### src/rtl/timeclock_set_controller.sv
//------------------------------------------------------------------------------
// Module      : timeclock_set_controller
// Description : RUN/SET sequencer for manual time-setting of the time-clock
//               counter, with shadow fields, commit load strobe and blink phase.
// Revision    : 1.0 - initial release
//------------------------------------------------------------------------------
`default_nettype none

module timeclock_set_controller #(
    parameter int BLINK_TICKS   = 50,
    parameter int TIMEOUT_TICKS = 1000,
    parameter int HOUR_MAX      = 23,
    parameter int MINSEC_MAX    = 59
) (
    input  logic       i_clk,
    input  logic       i_reset,
    input  logic       i_tick_10ms,
    input  logic       i_btn_mode,
    input  logic       i_btn_up,
    input  logic       i_btn_down,
    input  logic [5:0] i_hour,
    input  logic [5:0] i_min,
    input  logic [5:0] i_sec,
    output logic       o_run_en,
    output logic       o_load,
    output logic [5:0] o_set_hour,
    output logic [5:0] o_set_min,
    output logic [5:0] o_set_sec,
    output logic [1:0] o_edit_field,
    output logic       o_blink
);

    localparam logic [2:0] c_ST_RUN      = 3'd0;
    localparam logic [2:0] c_ST_SET_HOUR = 3'd1;
    localparam logic [2:0] c_ST_SET_MIN  = 3'd2;
    localparam logic [2:0] c_ST_SET_SEC  = 3'd3;
    localparam logic [2:0] c_ST_COMMIT   = 3'd4;

    localparam int c_BLINK_W = $clog2(BLINK_TICKS + 1);
    localparam int c_IDLE_W  = $clog2(TIMEOUT_TICKS + 1);

    localparam logic [c_BLINK_W-1:0] c_BLINK_LAST = c_BLINK_W'(BLINK_TICKS - 1);
    localparam logic [c_IDLE_W-1:0]  c_IDLE_LAST  = c_IDLE_W'(TIMEOUT_TICKS - 1);
    localparam logic [5:0]           c_HOUR_MAX   = 6'(HOUR_MAX);
    localparam logic [5:0]           c_MINSEC_MAX = 6'(MINSEC_MAX);

    logic [2:0]           r_state;
    logic [c_BLINK_W-1:0] r_blink_cnt;
    logic [c_IDLE_W-1:0]  r_idle_cnt;
    logic                 r_run_en;
    logic                 r_load;
    logic [5:0]           r_set_hour;
    logic [5:0]           r_set_min;
    logic [5:0]           r_set_sec;
    logic [1:0]           r_edit_field;
    logic                 r_blink;

    logic       w_any_btn;
    logic       w_edit;
    logic [5:0] w_hour_next;
    logic [5:0] w_min_next;
    logic [5:0] w_sec_next;

    // Out-of-range values (corrupt live capture) snap to zero on any edit.
    function automatic logic [5:0] f_inc(input logic [5:0] val, input logic [5:0] max);
        if (val >= max) return 6'd0;
        return val + 6'd1;
    endfunction

    function automatic logic [5:0] f_dec(input logic [5:0] val, input logic [5:0] max);
        if (val > max)   return 6'd0;
        if (val == 6'd0) return max;
        return val - 6'd1;
    endfunction

    assign w_any_btn   = i_btn_mode | i_btn_up | i_btn_down;
    assign w_edit      = i_btn_up ^ i_btn_down;
    assign w_hour_next = i_btn_up ? f_inc(r_set_hour, c_HOUR_MAX)   : f_dec(r_set_hour, c_HOUR_MAX);
    assign w_min_next  = i_btn_up ? f_inc(r_set_min,  c_MINSEC_MAX) : f_dec(r_set_min,  c_MINSEC_MAX);
    assign w_sec_next  = i_btn_up ? f_inc(r_set_sec,  c_MINSEC_MAX) : f_dec(r_set_sec,  c_MINSEC_MAX);

    always_ff @(posedge i_clk or negedge i_reset) begin
        if (!i_reset) begin
            r_state      <= c_ST_RUN;
            r_blink_cnt  <= '0;
            r_idle_cnt   <= '0;
            r_run_en     <= 1'b1;
            r_load       <= 1'b0;
            r_set_hour   <= 6'd0;
            r_set_min    <= 6'd0;
            r_set_sec    <= 6'd0;
            r_edit_field <= 2'd0;
            r_blink      <= 1'b1;
        end else begin
            r_load <= 1'b0;
            case (r_state)
                c_ST_RUN: begin
                    r_run_en     <= 1'b1;
                    r_edit_field <= 2'd0;
                    r_blink      <= 1'b1;
                    r_blink_cnt  <= '0;
                    r_idle_cnt   <= '0;
                    if (i_btn_mode) begin
                        r_set_hour   <= i_hour;
                        r_set_min    <= i_min;
                        r_set_sec    <= i_sec;
                        r_state      <= c_ST_SET_HOUR;
                        r_run_en     <= 1'b0;
                        r_edit_field <= 2'd1;
                    end
                end

                c_ST_SET_HOUR, c_ST_SET_MIN, c_ST_SET_SEC: begin
                    r_run_en <= 1'b0;
                    // Any press, even a cancelled up+down, keeps the field solid and resets idle.
                    if (w_any_btn) begin
                        r_blink     <= 1'b1;
                        r_blink_cnt <= '0;
                        r_idle_cnt  <= '0;
                    end
                    if (i_btn_mode) begin
                        case (r_state)
                            c_ST_SET_HOUR: begin
                                r_state      <= c_ST_SET_MIN;
                                r_edit_field <= 2'd2;
                            end
                            c_ST_SET_MIN: begin
                                r_state      <= c_ST_SET_SEC;
                                r_edit_field <= 2'd3;
                            end
                            default: begin
                                r_state      <= c_ST_COMMIT;
                                r_edit_field <= 2'd0;
                                r_load       <= 1'b1;
                            end
                        endcase
                    end else if (w_edit) begin
                        case (r_state)
                            c_ST_SET_HOUR: r_set_hour <= w_hour_next;
                            c_ST_SET_MIN:  r_set_min  <= w_min_next;
                            default:       r_set_sec  <= w_sec_next;
                        endcase
                    end else if (!w_any_btn && i_tick_10ms) begin
                        if (r_idle_cnt == c_IDLE_LAST) begin
                            r_state      <= c_ST_RUN;
                            r_run_en     <= 1'b1;
                            r_edit_field <= 2'd0;
                            r_blink      <= 1'b1;
                            r_blink_cnt  <= '0;
                            r_idle_cnt   <= '0;
                        end else begin
                            r_idle_cnt <= r_idle_cnt + 1'b1;
                            if (r_blink_cnt == c_BLINK_LAST) begin
                                r_blink     <= ~r_blink;
                                r_blink_cnt <= '0;
                            end else begin
                                r_blink_cnt <= r_blink_cnt + 1'b1;
                            end
                        end
                    end
                end

                default: begin
                    r_state      <= c_ST_RUN;
                    r_run_en     <= 1'b1;
                    r_edit_field <= 2'd0;
                    r_blink      <= 1'b1;
                    r_blink_cnt  <= '0;
                    r_idle_cnt   <= '0;
                end
            endcase
        end
    end

    assign o_run_en     = r_run_en;
    assign o_load       = r_load;
    assign o_set_hour   = r_set_hour;
    assign o_set_min    = r_set_min;
    assign o_set_sec    = r_set_sec;
    assign o_edit_field = r_edit_field;
    assign o_blink      = r_blink;

endmodule

`default_nettype wire

### config.mk
export PLATFORM = sky130hd
export DESIGN_NAME = timeclock_set_controller
export DESIGN_NICKNAME = d
export VERILOG_FILES = /design/src/rtl/timeclock_set_controller.sv
export SDC_FILE = /design/constraint.sdc
export NUM_CORES = 1
export LEC_CHECK = 0
export BUFFER_PORTS_ARGS = -buffer_cell sky130_fd_sc_hd__buf_4
export CORE_MARGIN = 4
export CORE_UTILIZATION = 45
export CTS_CLUSTER_SIZE = 16
export DETAILED_ROUTE_END_ITERATION = 8
export MAX_ROUTING_LAYER = met4
export PLACE_DENSITY = 0.66
export SETUP_SLACK_MARGIN = 0.15
export SKIP_CTS_REPAIR_TIMING = 1
export SLEW_MARGIN = 15
export SYNTH_ARGS = -nofsm -noshare
export SYNTH_HDL_FRONTEND = slang
export SYNTH_SLANG_ARGS = --single-unit
### constraint.sdc
create_clock -name i_clk -period 3.2 [get_ports i_clk]
set_clock_uncertainty 0.2 [all_clocks]
set_input_delay 0.16 -clock i_clk [delete_from_list [all_inputs] [get_ports i_clk]]
set_output_delay 0.16 -clock i_clk [all_outputs]
set_load 0.02 [all_outputs]
Word level (Yosys, flattened, before mapping)
Index checks and enable logic that the tools add are counted.
W data, S select, Z words.
{"block": "op_classes", "addsub": 8, "mul": 0, "div": 0, "magnitude_cmp": 6, "eq_ne": 14, "n_shift": 0, "mux": 91, "bitwise_logic": 4, "reduce_logical": 14}
{"operator": "$mux W6", "count": 40}
{"operator": "$mux W10", "count": 6}
{"operator": "$pmux W6 S2", "count": 3}
{"operator": "$mux W1", "count": 28}
{"operator": "$add A6 B1 Y6 const B", "count": 4}
{"operator": "$logic_not A6 Y1", "count": 3}
{"operator": "$sub A6 B1 Y6 const B", "count": 3}
{"operator": "$mux W3", "count": 5}
{"operator": "$reduce_and A5 Y1", "count": 3}
{"operator": "$ge A6 B6 Y1 const B", "count": 2}
{"operator": "$gt A6 B6 Y1 const B", "count": 2}
{"operator": "$ne A2 B2 Y1 const B", "count": 6}
{"operator": "$pmux W3 S2", "count": 2}
{"operator": "$add A10 B1 Y10 const B", "count": 1}
{"operator": "$eq A10 B10 Y1 const B", "count": 1}
{"operator": "$ne A3 B3 Y1 const B", "count": 3}
{"operator": "$mux W2", "count": 4}
{"operator": "$pmux W2 S2", "count": 2}
{"operator": "$eq A3 B2 Y1 const B", "count": 2}
{"operator": "$eq A6 B6 Y1 const B", "count": 1}
{"operator": "$ge A6 B5 Y1 const B", "count": 1}
{"operator": "$gt A6 B5 Y1 const B", "count": 1}
{"operator": "$reduce_and A4 Y1", "count": 1}
{"operator": "$eq A3 B1 Y1 const B", "count": 1}
{"operator": "11 further kinds", "count": 12}
{"block": "word_totals", "ff_bits": 42, "latchBits": 0, "mem_bits_rw": 0, "mem_bits_ro": 0, "input_bits": 24, "elab_cells": 147, "memories": 0}

Depth between registers and ports, before layout
{"block": "logic_depth", "word_depth": 10, "mapped_depth": 8, "mapped_depth_nobuf": 7}

Worst setup path before layout
OpenSTA, ideal clock, no wires.
{"block": "synth_timing", "path_kind": "register -> register", "from": "reg r_set_sec[0], in the netlist o_set_sec[0]", "to": "reg r_set_sec[0], in the netlist o_set_sec[0]", "setup_time_ps": 74, "arrival_ps": 1941, "required_ps": 2926, "path_slack_ps": 985, "path_stages_with_launch": 8, "synth_period_minus_slack_ps": 2215, "path_cell_list": "dfrtp_1 inv_1 ha_1 or4b_1 or3_4 a221oi_2 a211oi_1 a21oi_2"}
{"block": "synth_between", "elab_chain_cells": 10, "elab_cells_between_ends": 18, "cone_classes": "add/sub (2); order compare (2); mux (13); reduce/logical (1)"}
{"item": "start, declared", "line_no": "54", "rtl": "logic [5:0] r_set_sec;"}
{"item": "start signal, assigned", "line_no": "106", "rtl": "r_set_sec <= i_sec;"}
{"item": "start signal, assigned", "line_no": "141", "rtl": "default: r_set_sec <= w_sec_next;"}
{"item": "branches (longest 5 deep; another with $sub A6 B1 Y6)"}
{"item": "$mux W6 *", "line_no": "80", "rtl": "assign w_sec_next = i_btn_up ? f_inc(r_set_sec, c_MINSEC_MAX) : f_dec(r_set_sec, c_MINSEC_MAX);"}
{"item": "$mux W6 *", "line_no": "138", "rtl": "case (r_state)"}
{"item": "$mux W6 *", "line_no": "137", "rtl": "end else if (w_edit) begin"}
{"item": "$mux W6 *", "line_no": "121", "rtl": "if (i_btn_mode) begin"}
{"item": "$pmux W6 S2 *", "line_no": "96", "rtl": "case (r_state)"}
Every way passes the cells marked *. The select of a mux whose other input is x is not followed.
A chain may end at the register's enable or synchronous reset.

Worst setup path after layout
Ends and elaborated chain as after synthesis.

==> metrics.txt <==
P&R area growth vs syn=19.0%; Setup CP Type=flip-flop to flip-flop; Critical path destination=o_set_sec[0]; TritonRoute pass-1 iters=4; clock tree from TritonCTS=done; total of endpoints with negative setup slack in the final report=0; Reg clk slew, reported paths=90 ps; largest cells by area after synthesis=sky130_fd_sc_hd__dfrtp_1 32%, sky130_fd_sc_hd__ha_1 4.9%, sky130_fd_sc_hd__nor2_1 4.6%; aggregate routed wire length=7.81 mm; register-to-register setup slack=880 ps; number of diodes added for antenna fixing=0; Die H=90.8 um; max-slew violations=0; setup slack at placement=887 ps; sink count of the clock tree=42; hold path startpoint=i_hour[4]; Mapped Nets=420; maximum number of pins on one net before global-route repair=43; startpoint of the most critical register-to-register path=o_set_sec[0]; Critical Path Source Type=flip-flop; Root Driver=sky130_fd_sc_hd__clkbuf_8; # H-tree levels=2; actual transition at the worst max-transition pin=809 ps; # IOs=47; IR drop worst, VDD=0.000387 V; post-synth top area share=32.4%; layout cells sized above 1=16.0%; max-cap violation count=0; data required time at the worst endpoint=3220 ps; Max Clock Freq=431 MHz; width of the die=90.8 um; number of violations reported at the end of detailed-routing iteration 0=137; number of cells produced by synthesis=384; vias after detailed routing=3015; post-synth top area cell=sky130_fd_sc_hd__dfrtp_1; starting utilization of the core area=47.5%; final worst path period need=2320 ps; Leakage Power=1.55 nW; violated checks=negative hold slack; slowest CP cell=sky130_fd_sc_hd__dfrtp_1; number of port buffers=46; TritonCTS Buffers=5; global-route usage over all layers=20.0%; first-pass GRT wire length=13.4 mm; RePlAce Congestion=0.876; P per Cell Area=833 nW/um^2; aggregate global routing overflow=0; Mean Syn Cell Area=8.04 sq um; core region area=6490 sq um; depth of the worst register-to-register path=7; cell-by-cell listing of the critical path=inv_1 -> ha_1 -> or4b_1 -> or3_4 -> a221oi_2 -> a211oi_1 -> a21oi_2; Fill cells=628; initial antenna violation count=0; Worst EP arrival=2340 ps; least setup slack across all paths after layout=878 ps; number of enable-type register cells in the synthesized netlist=0; hold slack final=-37.2 ps; floorplan die area=8250 sq um; largest stage delay on the critical path=470 ps; Critical Path Sink Type=flip-flop; Cell variety after synth=64; Syn. warnings=0; Net count, final=460; setup repair after global routing missed its margin=false; type of the most critical hold path=input port to flip-flop; sequential area share after synthesis=34.1%; cell with the most instances after synthesis=sky130_fd_sc_hd__dfrtp_1; Synth Cell Area=3090 sq um; flip-flop and latch count after synthesis=42; via count of the first global-routing pass=2764; final worst path period share=72.6%; outcome=finished with violations; Hold Vio Cnt, Final=4; routed via count divided by cell count=6.01; proportion of register bits with asynchronous set or reset after synthesis=100%; number of nets with antenna violations after routing=0; Worst-Skew Late Latency=300 ps; CTS Buffer Depth=2; top post-synthesis cells by count=40 x sky130_fd_sc_hd__dfrtp_1, 38 x sky130_fd_sc_hd__nor2_1, 37 x sky130_fd_sc_hd__nand2_1; site row count=29; reg-to-reg endpoint=o_set_sec[0]; worst setup path startpoint=o_set_sec[0]; DRC Markers=0; worst-path maximum fanout=8; max-slew headroom at the worst pin=45.9%; final setup TNS=0 ps; half-perimeter wire length of the detailed placement result=5.50 mm; routed wirelength normalized by instance count=15.6 um; Main synth FF type=sky130_fd_sc_hd__dfrtp_1
[report_power, final]
part | leakage (nW) | internal [mW] | switching [mW]
logic | 0.947 | 0.689 | 0.880
clock network | 0.0585 | 0.255 | 0.191
registers | 0.541 | 0.673 | 0.373
[cell usage in the layout (no fill, tap or decap), types with 5 or more instances in the layout]
cell type,instances
sky130_fd_sc_hd__nor3_1,15
sky130_fd_sc_hd__a31oi_1,9
sky130_fd_sc_hd__nor2_1,38
sky130_fd_sc_hd__o21ai_1,18
sky130_fd_sc_hd__nand2b_1,7
sky130_fd_sc_hd__ha_1,12
sky130_fd_sc_hd__a21oi_1,22
sky130_fd_sc_hd__inv_1,13
sky130_fd_sc_hd__xor2_1,5
sky130_fd_sc_hd__nand4b_1,6
sky130_fd_sc_hd__mux2i_1,5
sky130_fd_sc_hd__clkbuf_8,6
sky130_fd_sc_hd__buf_4,49
sky130_fd_sc_hd__o21ai_0,19
sky130_fd_sc_hd__nor4_1,6
sky130_fd_sc_hd__dlygate4sd3_1,12
sky130_fd_sc_hd__nand3_1,17
sky130_fd_sc_hd__nand2_1,37
sky130_fd_sc_hd__dfrtp_1,40
[layout make-up]
type                    instances  area [sq um]  share of cell area [%]
multi-input cells             301          1870                    50.9
inverters                      13          48.8                    1.33
well taps                      77          96.3                    2.62
clock buffers                   7          86.3                    2.35
flip-flops and latches         42          1050                    28.7
repair buffers                 61           488                    13.3
clock inverters                 1          30.0                   0.818
[through the flow]
stage	utilization [%]	cell area [sq um]	total power, mW	std cells	hold slack [ps]
after global routing	56.5	3670	3.33	502	9.08
after detailed placement	52.9	3440	2.61	482	-8.25
after CTS	54.7	3550	3.06	490	-334
after global placement	52.9	3440	2.58	482	-9.01
final	56.5	3670	3.06	502	-37.2
after floorplan	-	3090	2.11	384	-336
[layer usage]
layer  part of all wire [%]  vias up  track usage, %  routed length (um)
li1                       -     1486               -                   -
met1                     46     1427            27.5                3620
met2                     47       96            30.5                3700
met3                    5.6        6            3.75                 436
met4                   0.70        0            4.77                  55
met5                      0        -               -                   0
[critical path, delay by kind of cell (launching register included)]
| kind | cells | cell delay, ps |
|---|---|---|
| AOI/OAI and AO/OA | 3 | 460 |
| adders and majority gates | 1 | 150 |
| and+or+nand+nor | 2 | 820 |
| buffers and inverters | 1 | 150 |
| DFF | 1 | 470 |
[worst min path at each step]
stage,to,cells past startpoint,slack (ps)
finish,o_set_hour[4],3,-40
global route,o_set_hour[4],3,9
CTS,o_set_sec[2],1,-330
detailed placement,r_blink_cnt[1],1,-8
global placement,r_idle_cnt[1],1,-9
floorplan,o_edit_field[0],0,-340
[sequential cells by signal, summed over array words and instances (netlist names)]
name	count
r_state	3
o_set_min	6
o_load	1
r_idle_cnt	10
o_blink	1
o_set_sec	6
o_edit_field	2
o_run_en	1
o_set_hour	6
r_blink_cnt	6
[kinds of logic (layout without fill, tap and decap cells)]
kind of cell	after synthesis	count (layout)	share of synthesized area [%]
simple gates	156	156	26.4
compound gates	119	119	25.1
mux	5	5	1.62
xor+xnor	9	9	2.55
buf+inv	41	82	5.27
fa+ha+maj	12	12	4.87
flops	42	42	34.1
Power figures use the tool's default switching activity.
